### src/rtl/sigdel_pkg.sv
// Shared constants and helpers for the sigma-delta CIC decimator.
// Define SIGDEL_SINC3_EN to build a sinc3 filter instead of the default sinc2.
package sigdel_pkg;
`ifdef SIGDEL_SINC3_EN
   localparam int CIC_ORDER = 3;
`else
   localparam int CIC_ORDER = 2;
`endif

   function automatic int cic_width(input int order, input int log2r);
      return order * log2r + 1;
   endfunction

   // Negative result means the raw comb output must be shifted up, not down.
   function automatic int cic_shift(input int order, input int log2r, input int out_w);
      return order * log2r - out_w;
   endfunction

   typedef enum logic {SETTLING, RUN} settle_state_t;
endpackage

### src/rtl/sigdel_comb.sv
// One CIC differentiator stage: delay register captured on each decimation tick.
module sigdel_comb #(
   parameter int W = 11
) (
   input  logic         clk,
   input  logic         rst_n,
   input  logic         tick,
   input  logic [W-1:0] x,
   output logic [W-1:0] y
);
   logic [W-1:0] x_dly;

   always_ff @(posedge clk or negedge rst_n)
      if (!rst_n)    x_dly <= '0;
      else if (tick) x_dly <= x;

   assign y = x - x_dly;
endmodule

### src/rtl/sigdel_decim.sv
// CIC decimator turning a 1-bit density stream into OUT_W-bit samples.
// SIGDEL_SINC3_EN selects order 3; default build is order 2.
module sigdel_decim
   import sigdel_pkg::*;
#(
   parameter int DECIM_LOG2 = 5,
   parameter int OUT_W      = 8
) (
   input  logic             clk,
   input  logic             rst_n,
   input  logic             en,
   input  logic             bit_in,
   output logic [OUT_W-1:0] dout,
   output logic             dout_valid,
   output logic             settled
);
   localparam int N  = CIC_ORDER;
   localparam int W  = cic_width(N, DECIM_LOG2);
   localparam int SH = cic_shift(N, DECIM_LOG2, OUT_W);
   localparam int SW = W + OUT_W;
   localparam logic [SW-1:0] SMAX = SW'((1 << OUT_W) - 1);

   logic [1:0]            sync;
   logic [N-1:0][W-1:0]   integ;
   logic [DECIM_LOG2-1:0] phase;
   logic                  tick;
   logic [N:0][W-1:0]     cx;
   logic [SW-1:0]         r_ext, s;
   logic [OUT_W-1:0]      dout_nxt;
   settle_state_t         state, state_nxt;
   logic [1:0]            scnt, scnt_nxt;
   logic                  emit;

   always_ff @(posedge clk or negedge rst_n)
      if (!rst_n) sync <= '0;
      else        sync <= {sync[0], bit_in};

   // Integrators wrap modulo 2^W; the comb differences undo the wrap.
   always_ff @(posedge clk or negedge rst_n)
      if (!rst_n) begin
         integ <= '0;
      end else if (en) begin
         integ[0] <= integ[0] + {{(W-1){1'b0}}, sync[1]};
         for (int k = 1; k < N; k++) integ[k] <= integ[k] + integ[k-1];
      end

   always_ff @(posedge clk or negedge rst_n)
      if (!rst_n)  phase <= '0;
      else if (en) phase <= phase + 1'b1;

   assign tick  = en & (&phase);
   assign cx[0] = integ[N-1];

   for (genvar g = 0; g < N; g++) begin : g_comb
      sigdel_comb #(.W(W)) u_comb (
         .clk  (clk),
         .rst_n(rst_n),
         .tick (tick),
         .x    (cx[g]),
         .y    (cx[g+1])
      );
   end

   assign r_ext = {{OUT_W{1'b0}}, cx[N]};
   if (SH >= 0) begin : g_shr
      assign s = r_ext >> SH;
   end else begin : g_shl
      assign s = r_ext << (-SH);
   end
   assign dout_nxt = (s > SMAX) ? '1 : s[OUT_W-1:0];

   always_ff @(posedge clk or negedge rst_n)
      if (!rst_n) begin
         state <= SETTLING;
         scnt  <= '0;
      end else begin
         state <= state_nxt;
         scnt  <= scnt_nxt;
      end

   // The first N tick results are discarded; tick N+1 is the first one emitted.
   always_comb begin
      state_nxt = state;
      scnt_nxt  = scnt;
      emit      = 1'b0;
      case (state)
         SETTLING:
            if (tick) begin
               if (scnt == 2'(N)) begin
                  state_nxt = RUN;
                  emit      = 1'b1;
               end else begin
                  scnt_nxt = scnt + 1'b1;
               end
            end
         RUN:     emit = tick;
         default: state_nxt = SETTLING;
      endcase
   end

   always_ff @(posedge clk or negedge rst_n)
      if (!rst_n) begin
         dout       <= '0;
         dout_valid <= 1'b0;
      end else begin
         dout_valid <= emit;
         if (emit) dout <= dout_nxt;
      end

   assign settled = (state == RUN);
endmodule

### config.mk
export PLATFORM = sky130hd
export DESIGN_NAME = sigdel_decim
export DESIGN_NICKNAME = d
export VERILOG_FILES = /design/src/rtl/sigdel_pkg.sv /design/src/rtl/sigdel_comb.sv /design/src/rtl/sigdel_decim.sv
export SDC_FILE = /design/constraint.sdc
export NUM_CORES = 1
export LEC_CHECK = 0
export ABC_CLOCK_PERIOD_IN_PS = 4800
export CAP_MARGIN = 20
export CORE_MARGIN = 2
export CORE_UTILIZATION = 40
export CTS_BUF_LIST = sky130_fd_sc_hd__clkbuf_16
export DETAILED_ROUTE_END_ITERATION = 16
export DONT_BUFFER_PORTS = 1
export GPL_TIMING_DRIVEN = 0
export SETUP_SLACK_MARGIN = 0.3
export SLEW_MARGIN = 20
export SYNTH_ARGS = -nofsm -noshare
export SYNTH_HDL_FRONTEND = slang
export SYNTH_SLANG_ARGS = --single-unit
### constraint.sdc
create_clock -name clk -period 4.8 [get_ports clk]
set_clock_uncertainty 0.1 [all_clocks]
set_input_delay 0.96 -clock clk [delete_from_list [all_inputs] [get_ports clk]]
set_output_delay 0.96 -clock clk [all_outputs]
set_load 0.05 [all_outputs]
==> summary.txt <==
CTS sink cnt - 63
residual DRC count - 0
Final Max Slew Viols - 0
Worst Max-Slew Pin Slew - 759 ps
number of synthesis warnings - 0
global-route wire length before repair - 11.4 mm
CP arrival - 3950 ps
Yosys reg bits - 63
Crit. End Element - flop
worst reg2reg startpoint - cx[1]
Mapped Nets - 401
CTS Hold Buffers Added - 0
Setup Buffers After CTS - 0
final net count - 412
vias per cell - 5.25
number of global-route vias before repair - 2496
largest net degree at the start of global routing - 64
die extent in y - 101 µm
status - complete, no violations
Synth Flop Type - dfrtp_1
dpl cell area - 3860 µm²
IO buf count - 0
DRT Wirelength - 6.80 mm
Area Overhead vs Synth - 12.8%
Clock Path Buffers - 2
DR WL/cell - 13.9 µm
Layout Cell Area excl Fill - 4200 µm²
most common cell after layout, fill and taps aside - dfrtp_1
initial core utilization - 40.7%
Worst Hold Class - input pin to async pin
unrepaired setup endpoints after global routing - no
die area - 10100 µm²
num rows - 35
# diodes - 0
most frequent cells in the layout - 63 x dfrtp_1, 34 x ha_1, 30 x inv_1
Worst EP required - 4880 ps
total gr overflow - 0
remaining antenna violation count - 0
CTS buffer count - 9
post-synth cell types - 46
Worst setup SP type - flop
GPL Wtd Cong - 0.854
io pins - 14
share of layout cells above drive strength 1 - 11.1%
Fmax - 0.258 GHz
EDFF count, synth - 0
min Tclk post-route - 3870 ps
H-tree levels - 3
core area - 9150 µm²
Seq/Total Area, Yosys - 42.3%
Worst slew margin - 49.2%
CTS-repair resized insts - 0
die width - 101 µm
Maximum Capacitance Violations - 0
TritonRoute pass-1 iters - 4
CP Launch Point - cx[1]
post-route setup TNS - 0 ps
clock-pin slew on the worst setup and hold paths - 50 ps
crit-path max FO - 8
initial antenna violation count - 0
final hold violation count - 0
DP HPWL - 4.95 mm
DR iter-0 viols - 40
CTS root buf - clkbuf_16
CTS tree - yes
Avg Inst Size Synth - 10.3 µm²
Clk Latency, worst-skew pair - 320 ps
GRT Total Usage - 14.5%
Final setup violation count - 0
Setup CP Type - flop to flop
Mapped Cells - 361
vias - 2562
Cell Area, Synth - 3720 µm²
async set-or-reset flop fraction in the synthesized netlist - 100%
fin crit share - 80.6%
-- state kept, by name, indices dropped and copies added, names as in the netlist --
name / flops
g_comb.u_comb.x_dly: 22
cx: 11
integ: 11
dout: 8
phase: 5
scnt: 2
sync: 2
dout_valid: 1
settled: 1
-- final timing paths --
path                                end  slack (ps)  depth (start not counted)
worst min-delay path            dout[0]         230                          0
worst min register to register  sync[1]         250                          0
worst max-delay path            dout[2]         930                         15
min in group clk                sync[1]         250                          0
worst max register to register  dout[2]         930                         15
max in group asynchronous         cx[8]        4250                          0
-- synth_stat cells (2+ instances only) --
cell	number	share of area (%)
a31oi_1	2	0.34
fa_1	2	1.1
nand4_1	3	0.50
o21ai_1	8	1.1
dfrtp_1	63	42
nand3_1	7	0.94
mux2_2	25	7.6
inv_1	29	2.9
xnor2_1	27	6.3
clkbuf_1	5	0.50
o31ai_1	2	0.40
ha_1	34	11
a21boi_0	2	0.40
a221o_1	2	0.54
nor3_1	5	0.67
nor2b_1	3	0.50
mux2i_1	2	0.54
nand3b_1	3	0.60
o21a_1	6	1.2
and3_1	6	1.0
xor2_1	7	1.6
nand2b_1	3	0.50
a21o_1	9	1.8
a211oi_1	3	0.60
o21ai_0	15	2.0
nand2_1	27	2.7
a21oi_1	14	1.9
or3_1	2	0.34
o211ai_1	2	0.40
nor2_1	27	2.7
-- worst max-delay path, cell delays in order (launching register included) --
cell and delay [ps]:
dfrtp_1 440, ha_1 310, nor2b_1 130, o21a_1 170
o21ai_0 250, a21oi_1 160, o21ai_0 220, nor3b_1 280
nor2_1 90, ha_1 350, a21o_1 200, a21o_1 180
a221o_1 350, xnor3_2 300, nor2_1 140, o21ai_1 60
-- logic make-up (layout without fill, tap and decap cells) --
logic type | after synthesis | count (layout) | synth area share [%]
AOI/OAI and AO/OA | 75 | 75 | 13.6
xor gates and xnor gates | 35 | 35 | 8.63
adders and majority gates | 36 | 36 | 12.5
buffers and inverters | 35 | 51 | 3.53
DFF | 63 | 63 | 42.3
muxes | 27 | 27 | 8.10
and+or+nand+nor | 90 | 90 | 11.4
-- area by class of cell --
| type | count | area, µm² |
|---|---|---|
| plain buffers | 6 | 22.5 |
| clock buffers | 9 | 225 |
| clock inverters | 7 | 113 |
| fillers | 850 | 4950 |
| inverters | 29 | 109 |
| multi-input cells | 263 | 2020 |
| flip-flops and latches | 63 | 1580 |
| well taps | 111 | 139 |
-- per-stage QoR --
step	instances	hold WS [ps]	worst slack [ps]	util, %
floorplan	361	231	1340	-
global placement	472	243	1010	42.2
detailed placement	472	244	978	42.2
CTS	488	220	953	45.9
global route	488	208	555	45.9
finish	488	230	929	45.9
-- layer usage --
layer	share of wire, %	global-route usage [%]	vias to the layer above
met5	0	0	-
met4	1.3	5.06	0
met3	2.5	4.85	5
met2	49	25.1	23
met1	47	16.6	1241
li1	-	-	1293
Power is not shown: default switching activity piles up to over one toggle a cycle in this logic, so the estimate is an artifact.
==> RTL change: new RTL, same flow settings <==
Change the parameter `DECIM_LOG2` from 5 to 6.
--- a/src/rtl/sigdel_decim.sv
+++ b/src/rtl/sigdel_decim.sv
@@ -3,7 +3,7 @@
 module sigdel_decim
    import sigdel_pkg::*;
 #(
-   parameter int DECIM_LOG2 = 5,
+   parameter int DECIM_LOG2 = 6,
    parameter int OUT_W      = 8
 ) (
    input  logic             clk,
Function: same outputs for any inputs over 10 cycles, from zero or initial values and one cycle with rst_n low; that may be too few to reach the edited logic, so the function may still have changed.
==> RTL change against the unedited design <==
Routed wire length grew 15%; area after synthesis grew 14%; sequential cell count grew 9; cell area grew 12%; setup slack gained 0.15 ns; critical path type unchanged.
==> RTL change: results (changes against the unedited design) <==
via_per_inst: 5.01  # was 5.25
cts_resized: 0  # unchanged
diodes: 0  # unchanged
fillers: 966  # was 850
port_buffers: 0  # unchanged
cpMaxStageDelayCell: "dfrtp_1"  # unchanged
grt.total_usage: 0.154  # was 0.145
synth_cell_types: 45  # was 46
syn_nets: 486  # was 401
clk_pin_slew_ns: 0.06
ir_worst_vdd_mv: 0.246
path_max_fanout: 4  # was 8
power_leakage_uw: 0.00228
gr-total-overflow: 0  # unchanged
worstPathArrival_ns: 3.88  # was 3.95 ns
yosysWarnings: 0  # unchanged
grt_pass1_vias: 3102  # was 2,496
post_cts_buffers: 0  # unchanged
cts-root-buf: "clkbuf_16"  # unchanged
yosysSeqAreaShare: 0.423  # about the same
status: "finished clean"  # unchanged
grt_max_degree: 73  # was 64
cp_slowest_stage_delay_ns: 0.44  # about the same
hp-class: "input port to async pin"  # unchanged
antenna_found_initial: 0  # unchanged
gp_congestion: 0.811  # was 0.854
drtIter0Drc: 101  # was 40
clockBufferDepth: 2  # unchanged
worst_pin_slew_ns: 0.575  # was 0.759 ns
largest_register: "g_comb.u_comb.x_dly"  # unchanged
grt_pass1_wl_mm: 14.1  # was 11.4 mm
final_layout_size_suffix_gt1_frac: 0.0700  # was 0.111
htreeDepth: 3  # unchanged
async_flop_share: 1.00  # unchanged
crit_start: "cx[1]"  # unchanged
final_nets: 497  # was 412
synth_area_leaders: "dfrtp_1 42%, ha_1 11%, xnor2_1 5.1%"  # was dfrtp_1 42%, ha_1 11%, mux2_2 7.6%
largest_reg_flops: 26  # was 22
dp_hpwl_mm: 5.80  # was 4.95 mm
cts_made_buffers: 9  # unchanged
dr.pass1.iters: 4  # unchanged
clock_latency_ns: 0.33
synth_common_cells: "72 x dfrtp_1, 43 x nand2_1, 42 x inv_1"  # was 63 x dfrtp_1, 34 x ha_1, 29 x inv_1
wl_per_cell_microns: 13.2  # was 13.9 microns
==> RTL change: changes by cell type after synthesis, sizes merged, moves of 6 or more <==
| cell | delta |
|---|---|
| a31oi | +9 |
| clkbuf | +6 |
| dfrtp | +9 |
| inv | +13 |
| mux2 | -15 |
| nand2 | +16 |
| nand4 | +7 |
| o21ai | +17 |
==> RTL change: cell type report <==
type,count,area (sq um),share of cell area
buffer,11,41.3,0.00874
clock inverter,7,63.8,0.0135
clock buffer,9,225,0.0477
multi-input combinational,316,2260,0.479
tap,136,170,0.0360
sequential,72,1800,0.382
inverter,42,158,0.0334
==> RTL change: final timing paths <==
check,end,slack (ns),cells after the start
setup / recovery,dout[5],1.07,16
hold / removal,dout[3],0.23,0
setup reg to reg,dout[5],1.07,16
hold reg to reg,sync[1],0.25,0
max in group asynchronous,cx[12],4.26,0
min in group clk,sync[1],0.25,0
==> RTL change: critical path, delay by kind of cell, from the launching register on <==
| kind | cells | cell delay, ns |
|---|---|---|
| xor+xnor | 1 | 0.17 |
| simple gates | 4 | 0.67 |
| fa+ha+maj | 2 | 0.62 |
| compound gates | 9 | 1.65 |
| flops | 1 | 0.44 |
==> RTL change: logic make-up after synthesis <==
| group | share of synthesized area |
|---|---|
| AOI/OAI and AO/OA | 0.157 |
| xor gates and xnor gates | 0.0863 |
| buffers and inverters | 0.0467 |
| and+or+nand+nor | 0.132 |
| muxes | 0.0311 |
| adders and majority gates | 0.124 |
| DFF | 0.423 |
==> RTL change: where the power goes <==
group	total [uW]	switching [uW]	internal, uW
Combinational	1140	606	538
Clock	648	250	398
Sequential	862	116	746
==> RTL change: metrics by stage <==
| stage | util | instance area (sq um) | power (uW) | worst slack (ns) | std cells |
|---|---|---|---|---|---|
| 2_1_floorplan | - | 4260 | 1800 | 1.46 | 441 |
| 3_3_place_gp | 0.429 | 4430 | 1980 | 1.13 | 577 |
| 3_5_place_dp | 0.429 | 4430 | 2010 | 1.08 | 577 |
| 4_1_cts | 0.457 | 4720 | 2680 | 1.06 | 593 |
| 5_1_grt | 0.457 | 4720 | 2890 | 0.725 | 593 |
| 6_report | 0.457 | 4720 | 2650 | 1.07 | 593 |
==> RTL change: layer usage <==
| layer | routed length, microns | GRT usage |
|---|---|---|
| met1 | 3920 | 0.196 |
| met2 | 3720 | 0.263 |
| met3 | 150 | 0.0371 |
| met4 | 56 | 0.0343 |
| met5 | 0 | 0 |
